[config.mk]
export PLATFORM = sky130hd
export DESIGN_NAME = code_comb_seq_flat
export DESIGN_NICKNAME = d
export VERILOG_FILES = /design/src/rtl/code_comb_seq_if.sv /design/src/rtl/code_comb_seq.sv /design/src/flat_wrapper.sv
export SDC_FILE = /design/constraint.sdc
export NUM_CORES = 1
export LEC_CHECK = 0
export ABC_CLOCK_PERIOD_IN_PS = 2600
export CAP_MARGIN = 40
export CORE_MARGIN = 4
export CORE_UTILIZATION = 45
export CTS_CLUSTER_SIZE = 30
export DETAILED_ROUTE_END_ITERATION = 6
export PLACE_DENSITY = 0.81
export SETUP_SLACK_MARGIN = 0.2
export SLEW_MARGIN = 10
export SYNTH_ARGS = -nofsm -noshare
export SYNTH_HDL_FRONTEND = slang
export SYNTH_SLANG_ARGS = --single-unit
[constraint.sdc]
create_clock -name sysclk -period 2.6 [get_ports sysclk]
set_clock_uncertainty 0.1 [all_clocks]
set_input_delay 0.78 -clock sysclk [delete_from_list [all_inputs] [get_ports sysclk]]
set_output_delay 0.78 -clock sysclk [all_outputs]
set_load 0.01 [all_outputs]
[src/rtl/code_comb_seq_if.sv]
// Result stream between the sweep controller and its consumer.
interface code_comb_seq_if;
    logic       out_valid;
    logic       out_ready;
    logic [7:0] out_result;
    logic [5:0] out_mm;
    logic       out_last;

    modport master (
        output out_valid,
        output out_result,
        output out_mm,
        output out_last,
        input  out_ready
    );

    modport slave (
        input  out_valid,
        input  out_result,
        input  out_mm,
        input  out_last,
        output out_ready
    );
endinterface

[src/rtl/code_comb_seq.sv]
// Sweep controller: walks index pairs {M,m} through an external comb datapath,
// registers each result, hands it out with valid/ready and keeps a running checksum.
module code_comb_seq #(
    parameter int unsigned CHK_W = 14
) (
    input  logic                 sysclk,
    input  logic                 rst_n,
    input  logic                 start,
    input  logic                 abort,
    input  logic [1:0]           mode,
    input  logic [31:0]          data_in,
    input  logic [5:0]           mm_cfg,
    output logic [31:0]          comb_data,
    output logic [5:0]           mm_o,
    input  logic [7:0]           comb_result,
    code_comb_seq_if.master      out_if,
    output logic                 busy,
    output logic                 done,
    output logic [CHK_W-1:0]     checksum
);

    typedef enum logic [1:0] {StIdle, StRun, StHold, StDone} state_e;

    state_e             state_q, state_d;
    logic [31:0]        comb_data_q, comb_data_d;
    logic [1:0]         mode_q, mode_d;
    logic [5:0]         pair_q, pair_d;
    logic               valid_q, valid_d;
    logic [7:0]         result_q, result_d;
    logic [5:0]         mm_q, mm_d;
    logic               last_q, last_d;
    logic [CHK_W-1:0]   checksum_q, checksum_d;

    logic [5:0]         first_pair;
    logic [5:0]         next_pair;
    logic               pair_final;

    // Pair sequencing: diagonal steps M and m together (+9), full counts 0..63.
    always_comb begin
        first_pair = (mode[1]) ? mm_cfg : 6'd0;
        next_pair  = (mode_q == 2'd0) ? pair_q + 6'd9 : pair_q + 6'd1;
        unique case (mode_q)
            2'd0:    pair_final = (pair_q == 6'o77);
            2'd1:    pair_final = (pair_q == 6'd63);
            default: pair_final = 1'b1;
        endcase
    end

    // Next-state logic; abort wins over a simultaneous handshake.
    always_comb begin
        state_d     = state_q;
        comb_data_d = comb_data_q;
        mode_d      = mode_q;
        pair_d      = pair_q;
        valid_d     = valid_q;
        result_d    = result_q;
        mm_d        = mm_q;
        last_d      = last_q;
        checksum_d  = checksum_q;
        unique case (state_q)
            StIdle: begin
                if (start) begin
                    comb_data_d = data_in;
                    mode_d      = mode;
                    pair_d      = first_pair;
                    checksum_d  = '0;
                    state_d     = StRun;
                end
            end
            StRun: begin
                if (abort) begin
                    valid_d = 1'b0;
                    state_d = StIdle;
                end else begin
                    valid_d  = 1'b1;
                    result_d = comb_result;
                    mm_d     = pair_q;
                    last_d   = pair_final;
                    state_d  = StHold;
                end
            end
            StHold: begin
                if (abort) begin
                    valid_d = 1'b0;
                    state_d = StIdle;
                end else if (out_if.out_ready) begin
                    checksum_d = checksum_q + {{(CHK_W - 8){1'b0}}, result_q};
                    valid_d    = 1'b0;
                    if (last_q) begin
                        state_d = StDone;
                    end else begin
                        pair_d  = next_pair;
                        state_d = StRun;
                    end
                end
            end
            StDone: begin
                state_d = StIdle;
            end
            default: state_d = StIdle;
        endcase
    end

    // State and datapath registers.
    always_ff @(posedge sysclk or negedge rst_n) begin
        if (!rst_n) begin
            state_q     <= StIdle;
            comb_data_q <= '0;
            mode_q      <= '0;
            pair_q      <= '0;
            valid_q     <= 1'b0;
            result_q    <= '0;
            mm_q        <= '0;
            last_q      <= 1'b0;
            checksum_q  <= '0;
        end else begin
            state_q     <= state_d;
            comb_data_q <= comb_data_d;
            mode_q      <= mode_d;
            pair_q      <= pair_d;
            valid_q     <= valid_d;
            result_q    <= result_d;
            mm_q        <= mm_d;
            last_q      <= last_d;
            checksum_q  <= checksum_d;
        end
    end

    // Outputs; mm_o is forced to 0 in IDLE so the datapath sees a quiet index.
    always_comb begin
        comb_data         = comb_data_q;
        mm_o              = (state_q == StIdle) ? 6'd0 : pair_q;
        busy              = (state_q != StIdle);
        done              = (state_q == StDone);
        checksum          = checksum_q;
        out_if.out_valid  = valid_q;
        out_if.out_result = result_q;
        out_if.out_mm     = mm_q;
        out_if.out_last   = last_q;
    end

endmodule

[src/flat_wrapper.sv]
// flat-port wrapper written by rule: the top's interface ports become plain ports
module code_comb_seq_flat 
#(
    parameter int unsigned CHK_W = 14
)
  (sysclk, rst_n, start, abort, mode, data_in, mm_cfg, comb_data, mm_o, comb_result, busy, done, checksum, out_if_out_valid, out_if_out_result, out_if_out_mm, out_if_out_last, out_if_out_ready);
  code_comb_seq_if out_if_i ();
  input  logic sysclk;
  input  logic rst_n;
  input  logic start;
  input  logic abort;
  input  logic [1:0] mode;
  input  logic [31:0] data_in;
  input  logic [5:0] mm_cfg;
  output logic [31:0] comb_data;
  output logic [5:0] mm_o;
  input  logic [7:0] comb_result;
  output logic busy;
  output logic done;
  output logic [CHK_W-1:0] checksum;
  output wire logic [$bits(out_if_i.out_valid)-1:0] out_if_out_valid;
  output wire logic [$bits(out_if_i.out_result)-1:0] out_if_out_result;
  output wire logic [$bits(out_if_i.out_mm)-1:0] out_if_out_mm;
  output wire logic [$bits(out_if_i.out_last)-1:0] out_if_out_last;
  input wire logic [$bits(out_if_i.out_ready)-1:0] out_if_out_ready;
  assign out_if_out_valid = out_if_i.out_valid;
  assign out_if_out_result = out_if_i.out_result;
  assign out_if_out_mm = out_if_i.out_mm;
  assign out_if_out_last = out_if_i.out_last;
  assign out_if_i.out_ready = out_if_out_ready;
  code_comb_seq #(.CHK_W(CHK_W)) u_core (.sysclk(sysclk), .rst_n(rst_n), .start(start), .abort(abort), .mode(mode), .data_in(data_in), .mm_cfg(mm_cfg), .comb_data(comb_data), .mm_o(mm_o), .comb_result(comb_result), .out_if(out_if_i), .busy(busy), .done(done), .checksum(checksum));
endmodule
=== After elaboration in Yosys (flattened, before gate mapping) ===
Cells that the tools add are included.

* Register bits: 72
* Output and inout port bits: 70
* Logic and storage cells: 58

* Add/subtract/negate cells: 3
* Eq/ne operators: 10
* Multiplexer cells: 23
* Bitwise operators: 1
* Reduce and logical (&&, ||, !) cells: 12

{| class="wikitable"
|+ Operators by type and width
! kind !! count
|-
| 2-to-1 mux 14 bit || 3
|-
| 2-to-1 mux 6 bit || 7
|-
| one-hot mux 14 bit (2 select lines) || 1
|-
| adder 14 x 8 -> 14 bit || 1
|-
| one-hot mux 6 bit (2 select lines) || 1
|-
| 2-to-1 mux 2 bit || 5
|-
| inequality test 2 bit (second input constant) || 4
|-
| one-hot mux 2 bit (4 select lines) || 1
|-
| AND reduction 2 bit || 4
|-
| adder 6 x 1 -> 6 bit (second input constant) || 1
|-
| adder 6 x 4 -> 6 bit (second input constant) || 1
|-
| equality test 6 bit (second input constant) || 1
|-
| nonzero test 2 bit || 3
|-
| AND reduction 5 bit || 1
|-
| equality test 2 x 1 -> 1 bit (second input constant) || 2
|-
| equality test 2 bit (second input constant) || 2
|-
| logical NOT 2 bit || 2
|-
| 2-to-1 mux 1 bit || 4
|-
| AND reduction 4 bit || 1
|-
| inequality test 3 bit (second input constant) || 1
|-
| one-hot mux 1 bit (2 select lines) || 1
|-
| OR reduction 2 bit || 1
|-
| inverter 1 bit || 1
|}

=== Logic depth before layout (Yosys ltp) ===
Gate-level depths: netlist (run 1).

* Word-level depth: 6
* Depth in mapped cells: 8
* Gate-level depth less buffers: 8

=== Worst setup path before layout (run 1) ===
OpenSTA, ideal clock, no wires.

* Kind: register to register
* Start point: register u_core.checksum_q[0], in the netlist u_core.checksum[0]
* End point: register u_core.checksum_q[12], in the netlist u_core.checksum[12]
* Setup time: 0.066 ns
* Arrival: 2.090 ns
* Required time: 2.434 ns
* Setup slack: 0.344 ns
* Stages on the path, launching flop included: 9
* Buffers on the path: 0
* Period minus slack after synthesis: 2.256 ns
* Cells stage by stage: dfrtp_1 -> ha_1 -> inv_1 -> fa_1 -> nand2b_1 -> a211oi_1 -> o21ai_0 -> or4_1 -> nand2_1

* Word-level cells in the longest chain between the ends: 4

{| class="wikitable"
|+ Ends and longest elaborated chain
! what !! RTL line !! source
|-
| start: declaration || code_comb_seq.sv:32 || <nowiki>logic [CHK_W-1:0] checksum_q, checksum_d;</nowiki>
|-
| start signal: assignment || code_comb_seq.sv:125 || <nowiki>checksum_q <= checksum_d;</nowiki>
|-
| adder 14 x 8 -> 14 bit || code_comb_seq.sv:87 || <nowiki>checksum_d = checksum_q + {{(CHK_W - 8){1'b0}}, result_q};</nowiki>
|-
| 2-to-1 mux 14 bit || code_comb_seq.sv:86 || <nowiki>end else if (out_if.out_ready) begin</nowiki>
|-
| 2-to-1 mux 14 bit || code_comb_seq.sv:83 || <nowiki>if (abort) begin</nowiki>
|-
| one-hot mux 14 bit (2 select lines) || code_comb_seq.sv:60 || <nowiki>unique case (state_q)</nowiki>
|}

Every way passes these cells. The select of a mux whose other input is x is not followed.
A chain may end at the register's enable or synchronous reset.

=== Worst setup path in the final report (run 1) ===
Same ends and word-level chain as after synthesis.

==> reports/qor.yml, run 1 <==
finish:
  area_growth_pct: 47.9
  drive_gt1_frac: 0.105
  num-fill-cells: 603
  diodes: 0
  fin_nets: 546
worst_setup_path:
  critPathTopFamily: "simple AND/OR/NAND/NOR gates"
  crit_path_end_kind: "register"
  cp_slowest_cell: "or4_1"
  r2r-end: "u_core.checksum[12]$_DFFE_PN0P_"
  cp.arrival_ns: 2.56
  required_ns: 2.78
  startpoint_type: "register"
  cpPeakStageDelay_ns: 0.48
  path_buf_inv: 1
  crit_path_cell_trace: "ha_2 > inv_1 > fa_1 > nand2b_1 > a211oi_2 > o21ai_2 > or4_1 > nand2_1"
  crit_type: "reg2reg"
  crit_path_max_fanout: 4
  reg2reg_depth: 8
  ff2ff_setup_slack_ns: 0.22
  regToRegStartpoint: "u_core.checksum[0]$_DFFE_PN0P_"
logic_synthesis:
  seq_area_frac_synth: 0.539
  syn_avg_cell_area_sq_um: 9.66
  ys_warn_count: 0
  netlist_top_cells_area: "dfrtp_1 54%, nand2_1 13%, mux2_2 4.0%"
  ys_async_sr_fraction: 1.00
  syn_inst: 346
  synth-main-ff-cell: "dfrtp_1"
  synth_top_cell_area_share: 0.539
  synth_area_leader_cell: "dfrtp_1"
  synth_area_sq_um: 3340
  synth-edff-count: 0
  syn-num-nets: 410
  synth_cell_type_count: 48
  ys_ff_latch: 72
die:
  die_area_sq_um: 8870
  start_util: 0.461
  die_w_microns: 94.2
  ioPinCount: 123
  rows: 31
  die_h_microns: 94.2
  core_sq_um: 7250
drt:
  wl_per_cell_microns: 14.9
  dr.pass1.iters: 4
  vias: 2966
  ant_nets: 0
  first_iter_violations: 150
  wl_microns: 8700
  drc: 0
  avgViaCountPerCell: 5.08
cts:
  clk_pin_slew_ns: 0.07
  cts_sinks: 72
  insertion_delay_ns: 0.34
  cts_made_buffers: 9
  cts_htree_levels: 3
  clock-root-buffer: "clkbuf_8"
  cts_tree: "built"
  cts_max_path_buffers: 2
timing:
  relSlewSlack: 0.603
  grt_setup_unrepaired: "true"
  fin_crit_sh: 0.916
  setup_viol: 0
  period_minus_slack_ns: 2.38
  whs_ns: 0.290
  maxSlewViolCount: 0
  worst_slew_pin_slew_ns: 0.595
  tns_ns: 0
  hold_viol: 0
  max_freq_ghz: 0.420
pwr:
  power_density_nw_per_um2: 890
  p_leak_uw: 0.00231
  ir_drop_mv: 0.448
placed_design:
  gp_congestion: 0.845
  portBuffers: 122
  dpl.hpwl_microns: 6470
global_routing:
  grt.total_usage: 0.206
  grt_pass1_vias: 3010
  grt_max_degree: 40
  grt_overflow: 0
  grt_pass1_wl_microns: 14300
  antenna_found_initial: 0
run_status:
  status: "finished clean"
flow_run:
  maxCapViolations: 0
hold_path:
  hold_class: "in2async"
flip-flops by register name, indices dropped and copies added (netlist names):
name,flops
u_core.comb_data,32
u_core.mode_q,2
u_core.out_if.out_result,8
u_core.state_q,2
u_core.out_if.out_mm,6
u_core.pair_q,6
u_core.checksum,14
u_core.out_if.out_last,1
u_core.out_if.out_valid,1
layer usage:
metal | vias to the layer above | GRT usage | wire [microns] | part of all wire
met5 | - | 0 | 0 | 0
met3 | 14 | 0.0801 | 606 | 0.070
met1 | 1423 | 0.253 | 3630 | 0.42
li1 | 1443 | - | - | -
met4 | 0 | 0.0529 | 148 | 0.017
met2 | 86 | 0.337 | 4320 | 0.50
synth_stat cells, types with 2 or more instances:
cell type    n
ha_1        10
dfrtp_1     72
o211ai_1     2
a211oi_1     3
nand3_1      4
a21o_1       2
a21oi_1     13
nand2b_1     3
nand4_1      2
mux2_2      12
xnor2_1      3
buf_1        2
o21ai_0     16
a31oi_1      8
nand2_1    113
o31ai_1      2
inv_1        9
nor2b_1      6
a22o_1       5
clkbuf_1     8
buf_2        2
nor2_1      16
nor3_1       2
xor2_1       7
kinds of logic after synthesis:
| family | Yosys count | share of synthesized area |
|---|---|---|
| buf+inv | 23 | 0.0281 |
| compound gates | 60 | 0.115 |
| flops | 72 | 0.539 |
| xor+xnor | 10 | 0.0262 |
| fa+ha+maj | 11 | 0.0434 |
| simple gates | 156 | 0.201 |
| mux | 14 | 0.0468 |
worst reg2reg max path: cells and delay by family (launching register included):
family,cells,cell delay [ns]
adders and majority gates,2,0.60
AOI/OAI and AO/OA,2,0.43
and+or+nand+nor,3,0.75
DFF,1,0.38
buffers and inverters,1,0.06
power by group:
| group | internal, uW | leakage [uW] | switching, uW |
|---|---|---|---|
| combinational | 1050 | 0.00133 | 877 |
| clock | 362 | 0.0000794 | 374 |
| sequential | 1470 | 0.000904 | 273 |
| total | 2880 | 0.00231 | 1520 |
placed cells by master (no fill, tap or decap), types with 4 or more instances in the layout:
master and instances:
mux2_2 12, dlygate4sd2_1 7, a21oi_1 12, xor2_1 7, nand2_1 113, buf_4 15
inv_1 9, nor2b_1 6, a22o_1 5, o21ai_0 15, clkbuf_8 10, dfrtp_1 72
ha_1 9, nand3_1 4, a31oi_1 8, nor2_1 15, clkdlybuf4s50_1 113
layout make-up:
type / instances / area [sq um] / area share
sequential: 72 / 1800 / 0.364
multi-input combinational: 251 / 1470 / 0.297
timing repair buffer: 138 / 1360 / 0.274
clock buffer: 13 / 149 / 0.0301
tap: 99 / 124 / 0.0251
inverter: 10 / 38.8 / 0.00785
clock inverter: 1 / 5.00 / 0.00101
how the worst max path moves through the flow:
| stage | start | endpoint | slack [ns] | cells past startpoint |
|---|---|---|---|---|
| 2_1_floorplan | u_core.checksum[0]$_DFFE_PN0P_ | u_core.checksum[12]$_DFFE_PN0P_ | 0.34 | 8 |
| 3_3_place_gp | out_if_out_ready | u_core.checksum[12]$_DFFE_PN0P_ | -0.01 | 8 |
| 3_5_place_dp | out_if_out_ready | u_core.pair_q[4]$_DFFE_PN0P_ | -0.09 | 8 |
| 4_1_cts | u_core.out_if.out_result[0]$_DFFE_PN0P_ | u_core.checksum[12]$_DFFE_PN0P_ | 0.14 | 8 |
| 5_1_grt | u_core.checksum[0]$_DFFE_PN0P_ | u_core.checksum[12]$_DFFE_PN0P_ | 0.10 | 8 |
| 6_report | u_core.checksum[0]$_DFFE_PN0P_ | u_core.checksum[12]$_DFFE_PN0P_ | 0.22 | 8 |
stage by stage:
| step | std cells | setup WS (ns) | instance area, sq um | utilization | total power [uW] |
|---|---|---|---|---|---|
| final | 584 | 0.218 | 4940 | 0.682 | 4400 |
| after global routing | 584 | 0.104 | 4940 | 0.682 | 4710 |
| after CTS | 582 | 0.140 | 4910 | 0.677 | 4410 |
| after detailed placement | 567 | -0.0935 | 4760 | 0.656 | 3670 |
| after global placement | 567 | -0.0150 | 4760 | 0.656 | 3610 |
| after floorplan | 346 | 0.344 | 3340 | - | 2640 |
what timing repair did:
| item | in CTS | in global routing |
|---|---|---|
| cloned | 0 | 0 |
| setup endpoints to repair | 10 | 4 |
| gates resized for setup | 10 | 5 |
| hold buffers | 0 | 0 |
| buffers inserted | 1 | 2 |
| pin swaps | 0 | 1 |
Power figures use the tool's default switching activity.
==> run 2: changes to the inputs <==
- ABC_CLOCK_PERIOD_IN_PS: 2600 -> 2900
- CORE_UTILIZATION: 45 -> 48
- PLACE_DENSITY: 0.81 -> 0.86
- clock period: 2.6 -> 2.9 ns (I/O delays scaled with it)
==> run 2 against run 1 <==
Compared with the run above: register-to-register slack better by 0.22 ns; critical path type is now reg2out; cell count is 1.2% lower; core utilization grew 4.4 points; worst hold slack gained 0.056 ns.
==> reports/qor.yml, run 2 (synthesis gave the netlist of run 1 again) <==
placed_design:
  dpl.hpwl_microns: 6470
  portBuffers: 122
  dp_slack_ns: 0.104
  gp_congestion: 0.874
timing:
  grt_setup_unrepaired: "false"
  max_freq_ghz: 0.379
  period_minus_slack_ns: 2.64
  setup_viol: 0
  fin_crit_sh: 0.911
  maxSlewViolCount: 0
  worst_slew_pin_slew_ns: 0.566
  tns_ns: 0
  relSlewSlack: 0.622
  setup_ws_ns: 0.259
  hold_viol: 0
drt:
  dr.pass1.iters: 4
  ant_nets: 0
  avgViaCountPerCell: 5.13
  wl_per_cell_microns: 15.1
  first_iter_violations: 124
  vias: 2960
  wl_microns: 8700
  drc: 0
global_routing:
  grt_pass1_vias: 3019
  grt_overflow: 0
  grt_max_degree: 45
  grt.total_usage: 0.216
  grt_pass1_wl_microns: 14600
  antenna_found_initial: 0
die:
  die_h_microns: 91.4
  start_util: 0.492
  ioPinCount: 123
  die_area_sq_um: 8360
  die_w_microns: 91.4
  core_sq_um: 6790
  rows: 30
pwr:
  p_int_uw: 2660
  power_density_nw_per_um2: 826
  ir_drop_mv: 0.422
  power.switching_uw: 1410
  p_sw_frac: 0.346
  combPwrFrac: 0.417
  seqPwrFrac: 0.384
  p_leak_uw: 0.00227
  p_clk_frac: 0.199
worst_setup_path:
  crit_path_end_kind: "output port"
  required_ns: 1.93
  r2r-end: "u_core.checksum[12]$_DFFE_PN0P_"
  ff2ff_setup_slack_ns: 0.44
  crit_type: "reg2out"
  cp.arrival_ns: 1.67
  crit_path_max_fanout: 7
  regToRegStartpoint: "u_core.out_if.out_result[0]$_DFFE_PN0P_"
  startpoint_type: "register"
  reg2reg_depth: 8
finish:
  final_common_cell: "clkdlybuf4s50_1"
  fin_nets: 540
  largest_reg_flops: 32
  final_core_util: 0.725
  drive_gt1_frac: 0.0956
  final_cell_mix: "121 x clkdlybuf4s50_1, 113 x nand2_1, 71 x dfrtp_1, 16 x nor2_1, 16 x o21ai_0"
  diodes: 0
  area_growth_pct: 47.4
cts:
  clock-root-buffer: "clkbuf_8"
  hold_buffers: 0
  cts_sinks: 72
  cts_tree: "built"
  insertion_delay_ns: 0.35
  cts_made_buffers: 9
  cts_max_path_buffers: 2
  clk_pin_slew_ns: 0.07
  cts_htree_levels: 3
hold_path:
  hold_class: "in2async"
run_status:
  status: "finished clean"
flow_run:
  maxCapViolations: 0
[run 2: how the worst max path moves through the flow]
stage                                            to  cells past startpoint                            from  slack, ns
floorplan           u_core.checksum[12]$_DFFE_PN0P_                      8  u_core.checksum[0]$_DFFE_PN0P_       0.64
global placement       u_core.pair_q[4]$_DFFE_PN0P_                      8                out_if_out_ready       0.13
detailed placement     u_core.pair_q[4]$_DFFE_PN0P_                      8                           abort       0.10
CTS                                         mm_o[0]                      4   u_core.state_q[1]$_DFFE_PN0P_       0.20
global route                                mm_o[3]                      4   u_core.state_q[1]$_DFFE_PN0P_       0.20
finish                                      mm_o[3]                      4   u_core.state_q[1]$_DFFE_PN0P_       0.26
[run 2: repair_timing]
action	in CTS	in global routing
endpoints found under the setup margin	7	6
setup buffers	0	1
resized for setup	1	0
[run 2: cell type report]
type | instances | area (sq um)
sequential | 72 | 1800
clock buffer | 10 | 138
inverter | 10 | 38.8
timing repair buffer | 132 | 1310
multi-input combinational | 251 | 1450
clock inverter | 6 | 68.8
tap | 96 | 120
fill | 496 | 1870
[run 2: power by group through the flow]
| stage | logic (uW) | registers (uW) | clock network [uW] |
|---|---|---|---|
| after floorplan | 700 | 1660 | 0 |
| after global placement | 1650 | 1560 | 0 |
| after detailed placement | 1700 | 1580 | 0 |
| after CTS | 1710 | 1570 | 837 |
| after global routing | 1850 | 1610 | 869 |
| final | 1700 | 1560 | 810 |
[run 2: critical path: stages (launching register included)]
cell             delay (ns)
dfrtp_2                0.42
nor2_1                 0.08
buf_4                  0.16
nor2b_1                0.11
clkdlybuf4s50_1        0.55
[run 2: metrics by stage]
step / hold slack (ns) / instance area (sq um) / total power [uW] / std cells
global route: 0.361 / 4930 / 4330 / 577
finish: 0.346 / 4930 / 4070 / 577
CTS: 0.342 / 4920 / 4110 / 576
global placement: 0.356 / 4690 / 3210 / 559
detailed placement: 0.361 / 4710 / 3280 / 560
floorplan: 0.347 / 3340 / 2360 / 346
[run 2: routing by layer]
layer	share of wire	routed length [microns]	global-route usage
met4	0.017	147	0.0955
met5	0	0	0
met3	0.062	538	0.0539
met2	0.51	4450	0.360
met1	0.41	3560	0.265
==> patch 1: new RTL, settings of run 1 <==
The 4 states of `state_e` get a one-hot encoding in 4 bits.
--- a/src/rtl/code_comb_seq.sv
+++ b/src/rtl/code_comb_seq.sv
@@ -20,5 +20,5 @@
 );
 
-    typedef enum logic [1:0] {StIdle, StRun, StHold, StDone} state_e;
+    typedef enum logic [3:0] {StIdle = 4'b0001, StRun = 4'b0010, StHold = 4'b0100, StDone = 4'b1000} state_e;
 
     state_e             state_q, state_d;
Check against the original RTL: same outputs for any inputs over 4 cycles, from zero or initial values and one cycle with rst_n low; so few cycles prove little.
==> patch 1 against run 1 <==
  * Fmax is 4.5% lower
  * Power increased by 26%
  * Register-to-register slack improved by 0.13 ns
  * Largest cell class unchanged
  * Highest routed layer unchanged
  * Count of clock-buffer cells in the layout decreased by 4
  * Final area increased by 7.0%
  * Synthesized area is 5.7% higher
  * Largest power group unchanged
  * Non-clock buffer count up 14
  * Sequential cell count rose by 2
  * Wire length up 5.4%
  * Worst setup slack worse by 0.11 ns
  * Sequential power up 8%
  * Critical path depth down 2
==> patch 1: results <==
{
  "final_cells": 619,
  "wl_met1_mm": 3.95,
  "synthTopCellsByCount": "nand2_1 (118), dfrtp_1 (73), nor2_1 (16), mux2_2 (12), a21oi_1 (11)",
  "cts-resized-gates": 38,
  "critPathMaxStageDelay_ns": 0.54,
  "dp_cells": 593,
  "wl_mm": 9.17,
  "powerComb_w": 0.00270,
  "power_frac_comb": 0.489,
  "wl_met3_um": 440,
  "r2r_slack_ns": 0.35,
  "postCtsSetupBuffers": 9,
  "dpl.hpwl_mm": 6.69,
  "placedInstanceArea_mm2": 0.00496,
  "synth_area_leaders": "dfrtp_1 (52%), nand2_1 (13%), mux2_2 (3.8%)",
  "hold_ws_ns": 0.297,
  "synth.yosys.seq_area_share": 0.524,
  "p_sw_frac": 0.352,
  "synth_fp_nets": 429,
  "path_delay_family": "flip-flops",
  "synthCells": 365,
  "run_status": "finished clean",
  "gp_congestion": 0.898,
  "setup.worst_path.end": "mm_o[0]",
  "use_met1": 0.245,
  "pre_cts_slack_ns": -0.0511,
  "leakagePower_nw": 2.48,
  "worstMarginPinSlew_ns": 0.657,
  "slowest_stage": "dfstp_2",
  "powerSeq_w": 0.00188,
  "grt_max_degree": 41,
  "n_fill_cell": 589,
  "worstPathMaxFanout": 3,
  "drtIter0Drc": 125,
  "globalRouteMet2Util": 0.340,
  "vdd_drop_max_uv": 577,
  "period_minus_slack_ns": 2.49,
  "yosys_warnings": 0,
  "grt_pass1_wl_mm": 15.4,
  "drive_gt1_frac": 0.164
}
-- patch 1: changes by cell type in the layout (fill, tap and decap cells not counted), moves of 5 or more --
cell,change
buf_4,+7
buf_6,+10
dlygate4sd2_1,-7
nand2_1,+5
nor3_1,+7
o21ai_0,-6
o21ai_1,+6
-- patch 1: final cells by class --
type,instances,area [um^2],share of cell area
well taps,102,128,0.0241
flip-flops and latches,74,1860,0.351
inverters,9,33.8,0.00639
clock buffers,9,124,0.0234
repair buffers,152,1470,0.279
multi-input cells,267,1590,0.301
clock inverters,6,82.6,0.0156
-- patch 1: cells by family (layout without fill, tap and decap cells) --
kind of cell               count (synthesis)  in the layout  synth area share
muxes                                     13             13            0.0411
buffers and inverters                     24            176            0.0333
DFF                                       74             74             0.524
and+or+nand+nor                          175            175             0.227
AOI/OAI and AO/OA                         61             61             0.115
xor gates and xnor gates                   7              7            0.0174
adders and majority gates                 11             11            0.0411
==> patch 2: new RTL, flow settings as in run 1 <==
Without the edit above. `CHK_W` is set to 14 in 2 places; all go to 16.
--- a/src/rtl/code_comb_seq.sv
+++ b/src/rtl/code_comb_seq.sv
@@ -2,5 +2,5 @@
 // registers each result, hands it out with valid/ready and keeps a running checksum.
 module code_comb_seq #(
-    parameter int unsigned CHK_W = 14
+    parameter int unsigned CHK_W = 16
 ) (
     input  logic                 sysclk,
--- a/src/flat_wrapper.sv
+++ b/src/flat_wrapper.sv
@@ -2,5 +2,5 @@
 module code_comb_seq_flat 
 #(
-    parameter int unsigned CHK_W = 14
+    parameter int unsigned CHK_W = 16
 )
   (sysclk, rst_n, start, abort, mode, data_in, mm_cfg, comb_data, mm_o, comb_result, busy, done, checksum, out_if_out_valid, out_if_out_result, out_if_out_mm, out_if_out_last, out_if_out_ready);
Interface: changed (resized checksum); port bits go from 123 to 125. No check against the original RTL was run, so the function may have changed too.
==> patch 2 against run 1 <==
  * Die area increased by 4.5%
  * Sequential share of layout area down 1.1 points
  * Sequential cell count increased by 2
  * Wire length rose by 6.7%
  * Register-to-register slack better by 0.10 ns
  * Non-clock buffer count rose by 6
  * Final area grew 6.1%
  * First-iteration DRC count fell by 35%
  * Synthesized area increased by 4.9%
  * Critical path depth down 2
  * Power rose by 8.7%
  * Worst setup slack better by 0.045 ns
  * Critical endpoint is now u_core.checksum[13]$_DFFE_PN0P_
  * Largest power group unchanged
==> patch 2: results <==
{
  "dpl.hpwl_mm": 6.64,
  "grt_max_degree": 40,
  "n_fill_cell": 566,
  "hold_ws_ns": 0.280,
  "placedInstanceArea_mm2": 0.00496,
  "reg2reg_to": "u_core.checksum[13]$_DFFE_PN0P_",
  "dp_cells": 587,
  "power_frac_comb": 0.406,
  "path_delay_family": "simple AND/OR/NAND/NOR gates",
  "synth-compound-area-share": 0.130,
  "pre_cts_slack_ns": -0.0948,
  "drtIter0Drc": 98,
  "grt_pass1_wl_mm": 14.9,
  "run_status": "finished clean",
  "synth.yosys.seq_area_share": 0.528,
  "min_path_type": "primary input to async pin",
  "synth.distinct_cells": 49,
  "synth_fa_ha_area_frac": 0.0414,
  "worstPathMaxFanout": 4,
  "finalNetCount": 567,
  "dr.pass1.iters": 4,
  "synth_mux_area_frac": 0.0446,
  "numCtsBuffers": 9,
  "io_buffers": 124,
  "worstMarginPinSlew_ns": 0.541,
  "drive_gt1_frac": 0.120,
  "synthTopCellsByCount": "nand2_1 (115), dfrtp_1 (74), a21oi_1 (19), mux2_2 (13), nor2_1 (13)",
  "grt_antenna_before_repair": 0,
  "finalPower_w": 0.00478,
  "gp_congestion": 0.801,
  "viasPerCell": 5.25,
  "synth_area_leaders": "dfrtp_1 (53%), nand2_1 (12%), mux2_2 (4.2%)",
  "clk-insertion-delay-late_ns": 0.34,
  "ys_async_sr_fraction": 1.00,
  "grt.total_usage": 0.207,
  "cap_violations": 0,
  "r2r_slack_ns": 0.32,
  "grt_pass1_vias": 3268,
  "switchingPower_w": 0.00158,
  "ff2ff_path_depth": 6,
  "synth_fp_nets": 427,
  "final_cells": 606,
  "leakagePower_nw": 2.43,
  "synthCells": 363,
  "critPathMaxStageDelay_ns": 0.51,
  "vdd_drop_max_uv": 440,
  "wl_per_cell_um": 15.3,
  "worstPathArrival_ns": 2.50,
  "slowest_stage": "clkdlybuf4s50_1",
  "cts_root_buf": "clkbuf_8",
  "r2r_start": "u_core.checksum[3]$_DFFE_PN0P_",
  "yosys_warnings": 0,
  "clk_pin_slew_ns": 0.08,
  "synth-xor-area-share": 0.0200,
  "p_seq_frac": 0.368
}
==> patch 2: cell types whose count changed after synthesis, sizes merged, moves of 3 or more <==
| cell | before | now |
|---|---|---|
| a21oi | 13 | 19 |
| clkbuf | 8 | 11 |
| nor2 | 17 | 14 |
| o31ai | 2 | 5 |
| xor2 | 7 | 3 |
==> patch 2: what timing repair did <==
item	CTS	global route
setup endpoints to repair	8	4
endpoints found under the hold margin	0	0
resized for setup	9	6
pin swaps	0	1
setup buffers	4	0
==> patch 2: area by class of cell <==
cell class / count / area [um^2] / area share
inverter: 9 / 35.0 / 0.00668
timing repair buffer: 144 / 1420 / 0.270
tap: 99 / 124 / 0.0236
clock inverter: 5 / 103 / 0.0196
multi-input combinational: 265 / 1580 / 0.300
clock buffer: 10 / 138 / 0.0262
sequential: 74 / 1850 / 0.353
==> patch 2: how the worst max path moves through the flow <==
| stage | start | endpoint | slack (ns) |
|---|---|---|---|
| final | out_if_out_ready | u_core.checksum[13]$_DFFE_PN0P_ | 0.26 |
| after global routing | start | u_core.checksum[10]$_DFFE_PN0P_ | 0.19 |
| after CTS | u_core.state_q[1]$_DFFE_PN0P_ | mm_o[1] | 0.25 |
| after detailed placement | abort | u_core.pair_q[0]$_DFFE_PN0P_ | -0.09 |
| after global placement | abort | u_core.pair_q[0]$_DFFE_PN0P_ | -0.10 |
| after floorplan | abort | u_core.checksum[15]$_DFFE_PN0P_ | 0.41 |
==> patch 2: per-layer routing <==
metal | vias up | global-route usage | routed length [um]
li1 | 1529 | - | -
met1 | 1541 | 0.257 | 3890
met2 | 103 | 0.348 | 4640
met3 | 10 | 0.0516 | 652
met4 | 0 | 0.0758 | 95
met5 | - | 0 | 0
